**config.mk**
```make
export PLATFORM = sky130hd
export DESIGN_NAME = mult_unit
export DESIGN_NICKNAME = d
export VERILOG_FILES = /design/src/rtl/mult_unit.sv
export SDC_FILE = /design/constraint.sdc
export NUM_CORES = 1
export LEC_CHECK = 0
export CAP_MARGIN = 5
export CORE_UTILIZATION = 50
export DETAILED_ROUTE_END_ITERATION = 10
export PLACE_DENSITY = 0.72
export SYNTH_ARGS = -nofsm -noshare
export SYNTH_HDL_FRONTEND = slang
export SYNTH_SLANG_ARGS = --single-unit
export TNS_END_PERCENT = 100
```
**constraint.sdc**
```tcl
create_clock -name clk -period 5.4 [get_ports clk]
set_input_delay 1.62 -clock clk [delete_from_list [all_inputs] [get_ports clk]]
set_output_delay 1.62 -clock clk [all_outputs]
set_load 0.01 [all_outputs]
```
**src/rtl/mult_unit.sv**
```systemverilog
// Iterative radix-2 shift-add multiplier with HI/LO result registers.
// Handles signed (MULT) and unsigned (MULTU) multiplies and accepts MTHI/MTLO writes.
module mult_unit #(
  parameter int WIDTH = 32
) (
  input  logic             clk,
  input  logic             reset,
  input  logic             start_mult,
  input  logic             mult_sign,
  input  logic [WIDTH-1:0] src_a,
  input  logic [WIDTH-1:0] src_b,
  input  logic             hi_we,
  input  logic             lo_we,
  input  logic [WIDTH-1:0] wdata,
  output logic [WIDTH-1:0] hi,
  output logic [WIDTH-1:0] lo,
  output logic             busy,
  output logic             done
);

  localparam int CW = (WIDTH > 1) ? $clog2(WIDTH) : 1;
  localparam logic [CW-1:0] LAST_BIT = CW'(WIDTH - 1);
  localparam logic [2*WIDTH-1:0] ONE_2W = {{(2*WIDTH-1){1'b0}}, 1'b1};
  localparam logic [WIDTH-1:0] ONE_W = {{(WIDTH-1){1'b0}}, 1'b1};

  typedef enum logic [1:0] {
    S_IDLE = 2'd0,
    S_RUN  = 2'd1,
    S_FIN  = 2'd2
  } state_t;

  state_t state;
  state_t state_next;

  logic [2*WIDTH-1:0] acc;
  logic [2*WIDTH-1:0] mcand;
  logic [WIDTH-1:0]   mplier;
  logic [CW-1:0]      count;
  logic               neg;

  logic [WIDTH-1:0]   abs_a;
  logic [WIDTH-1:0]   abs_b;
  logic               neg_next;
  logic [2*WIDTH-1:0] product;

  // Handshake: start_mult is taken only while busy=0 (IDLE); a start seen while
  // busy is dropped. Completion is signalled by a one-cycle done pulse that
  // coincides with the new hi/lo values; there is no back-pressure on done.

  // Magnitudes are treated as unsigned so |0x80..0| stays representable.
  always_comb begin
    abs_a    = (mult_sign && src_a[WIDTH-1]) ? (~src_a + ONE_W) : src_a;
    abs_b    = (mult_sign && src_b[WIDTH-1]) ? (~src_b + ONE_W) : src_b;
    neg_next = mult_sign & (src_a[WIDTH-1] ^ src_b[WIDTH-1]);
    product  = neg ? (~acc + ONE_2W) : acc;
  end

  always_comb begin
    state_next = state;
    case (state)
      S_IDLE: if (start_mult) state_next = S_RUN;
      S_RUN:  if (count == LAST_BIT) state_next = S_FIN;
      S_FIN:  state_next = S_IDLE;
      default: state_next = S_IDLE;
    endcase
  end

  always_ff @(posedge clk) begin
    if (reset) begin
      state  <= S_IDLE;
      acc    <= '0;
      mcand  <= '0;
      mplier <= '0;
      count  <= '0;
      neg    <= 1'b0;
      done   <= 1'b0;
    end else begin
      state <= state_next;
      done  <= 1'b0;
      case (state)
        S_IDLE: begin
          if (start_mult) begin
            mcand  <= {{WIDTH{1'b0}}, abs_a};
            mplier <= abs_b;
            neg    <= neg_next;
            acc    <= '0;
            count  <= '0;
          end
        end
        S_RUN: begin
          // Shift-register form: multiplicand moves left as multiplier bits retire.
          if (mplier[0]) acc <= acc + mcand;
          mcand  <= mcand << 1;
          mplier <= mplier >> 1;
          count  <= count + 1'b1;
        end
        S_FIN: begin
          done <= 1'b1;
        end
        default: ;
      endcase
    end
  end

  // A product landing at FIN outranks a same-edge MTHI/MTLO write.
  always_ff @(posedge clk) begin
    if (reset) begin
      hi <= '0;
      lo <= '0;
    end else begin
      if (state == S_FIN)  hi <= product[2*WIDTH-1:WIDTH];
      else if (hi_we)      hi <= wdata;
      if (state == S_FIN)  lo <= product[WIDTH-1:0];
      else if (lo_we)      lo <= wdata;
    end
  end

  assign busy = (state != S_IDLE);

endmodule

```
==> metrics.csv <==
stage;metric;value;unit
grt;vias in the first global route;13400;
clock_network;Inserted Clock Buffers;26;
drt;ANT nets after route;0;
clock_network;worst skew pair latency;530;ps
final_layout;FILL cells;2680;
yosys;ys async rst share;0;%
run_status;status;completed;
final_layout;Layout Nets;2179;
floorplan;die area;30800;µm²
sta;final cycle utilization of the critical path;76.4;%
grt;Remaining Overflow, GRT;0;
floorplan;Die H;175;µm
grt;first-pass GRT wire length;70500;µm
drt;DRC;0;
clock_network;clk buf depth;3;
clock_network;Clock Pin Slew Worst Setup and Hold Paths;60;ps
placed_design;RD Place Congestion;0.990;
yosys;synthesis-stage register bit count;233;
final_layout;share of cells above drive strength 1;4.35;%
yosys;most frequent cells after synthesis;nor2_1, dfxtp_1, nand2_1;
clock_network;# hold bufs at CTS;0;
sta;Slew HR;20.3;%
yosys;dominant cells by area after synthesis;dfxtp_1, nor2_1, xnor2_1;
sta;Final Skew;12.3;ps
yosys;net count after synthesis;2094;
yosys;leading area contributor after synthesis;dfxtp_1;
floorplan;CORE AREA;29600;µm²
final_layout;Design Area, Final;17700;µm²
yosys;post-synthesis sequential area ratio;31.0;%
final_layout;Area Growth Syn to Fin;17.7;%
yosys;Cell variety after synth;71;
yosys;Syn. warnings;0;
yosys;EDFF count, synth;0;
final_layout;final core occ;59.7;%
placed_design;PortBufs;167;
clock_network;clk root buf;clkbuf_16;
critical_path;crit path DAT;4530;ps
sta;Worst-Margin Slew;1190;ps
final_layout;area occupied by multi-input gates;9810;µm²
pwr;worst IR drop on VDD;0.204;mV
yosys;Syn Inst Count;1923;
sta;Setup TNS;0;ps
drt;Avg Vias per Cell;5.96;
floorplan;Site Rows;63;
drt;wire per inst;18.1;µm
drt;DRT iter0 DRCs;1159;
sta;fmax;0.242;GHz
grt;Global Route Usage Sum;27.8;%
worst_hold_path;Hold Crit Class;flip-flop to flip-flop;
yosys;area share of the largest cell type after synthesis;31.0;%
grt;initial antenna violation count;0;
pwr;Leak;7.11;nW
critical_path;Crit. End Element;flip-flop;
yosys;post-synthesis instance area;15000;µm²
yosys;Synth Flop Type;dfxtp_1;
final_layout;antenna cell count;0;
clock_network;Resized Gates After CTS;0;
floorplan;I/O pin count;168;
clock_network;CTS tree;yes;
yosys;syn avg cell area;7.82;µm²
yosys;most common cell in the netlist;nor2_1;
drt;drt first pass iters;5;
final_layout;Final Non-Filler Cells;2415;
drt;vias;14400;
pwr;power per cell area;246;nW/µm²
critical_path;critical path data required time;5800;ps
placed_design;Post-DP Area;16800;µm²
clock_network;H-tree levels;1;
sta;Final Slew Violations;0;
critical_path;critical path type;primary input to flip-flop;
critical_path;peak fanout along the critical path;4;
sta;final setup fails;0;
clock_network;Sink Count;233;
final_layout;Sequential Area;4670;µm²
sta;worst hold slack;470;ps
run;total of max-cap violations;0;
sta;Final Critical Period;4120;ps
floorplan;Initial Util;50.7;%
floorplan;Die W;175;µm
critical_path;crit path launch type;primary input;
placed_design;DP Cell Count;2370;
sta;RSZ-0062 raised after global routing;no;
drt;drt total wl;43600;µm
clock_network;Post-CTS Setup Bufs;0;
grt;largest net degree at the start of global routing;111;
sta;hold violation total from the final report;0;
placed_design;post-DP HPWL;32600;µm
-- final cells by class --
cell class,count,area share (%)
multi-input combinational,1533,55.4
sequential,233,26.4
timing repair buffer,179,9.90
clock buffer,35,4.33
tap,390,2.76
inverter,35,0.742
clock inverter,10,0.488
-- worst max-delay path, stage by stage --
cell and delay, ps:
clkdlybuf4s50_1 460, nor3_1 320, nand2b_1 140, or3_1 340, nor4_1 180, buf_4 180, and3_1 210, nand2_1 90
o21ai_0 330, nand2_1 120, xnor2_1 140, a2111oi_0 400
-- placed cells by master, fill, tap and decap left out, types with 23 or more instances in the layout --
cell and n:
a211oi_1 67, nand3_1 54, a21oi_1 152, xnor2_1 124
mux2i_1 66, nand2_1 161, nor2_1 296, clkbuf_16 27
ha_1 68, clkdlybuf4s50_1 164, a21o_1 37, o21ai_0 88
dfxtp_1 232, a2111oi_0 59, a22oi_1 27, inv_1 35
nor3_1 36, xor2_1 54, nand4_1 23
-- report_power, final --
part           switching, mW  internal [mW]  leakage, nW  total (mW)
Combinational          0.406          0.317         4.79       0.724
Clock                  0.722           1.04        0.416        1.76
Sequential            0.0723           1.81         1.91        1.88
-- metrics by stage --
step	worst slack, ps	power (mW)
after floorplan	1540	2.34
after global placement	915	2.62
after detailed placement	723	2.63
after CTS	1270	4.37
after global routing	949	4.53
final	1280	4.36
-- state kept, by name (all words and copies together) (netlist names) --
register  cells
mplier       32
done          1
hi           32
acc          64
state         2
count         5
lo           32
mcand        64
neg           1
-- kinds of logic after synthesis --
kind of cell,synth area share [%]
compound gates,24.7
xor+xnor,10.4
fa+ha+maj,5.79
buf+inv,3.94
flops,31.0
mux,4.47
simple gates,19.7
-- path summary, 6_finish.rpt --
kind | startpoint | endpoint | slack (ps) | cells past startpoint
worst max-delay path | src_a[3] | mcand[26] | 1280 | 12
worst min-delay path | mcand[57] | mcand[58] | 470 | 2
worst max register to register | acc[0] | acc[62] | 1300 | 14
worst min register to register | mcand[57] | mcand[58] | 470 | 2
-- routing by layer --
layer | vias to the layer above | share of wire [%] | global-route usage (%)
li1 | 7147 | - | -
met1 | 6741 | 47 | 39.2
met2 | 450 | 43 | 44.0
met3 | 59 | 6.9 | 4.05
met4 | 0 | 2.4 | 7.57
met5 | - | 0 | 0
Note: power is estimated with default switching activity, not from simulation.
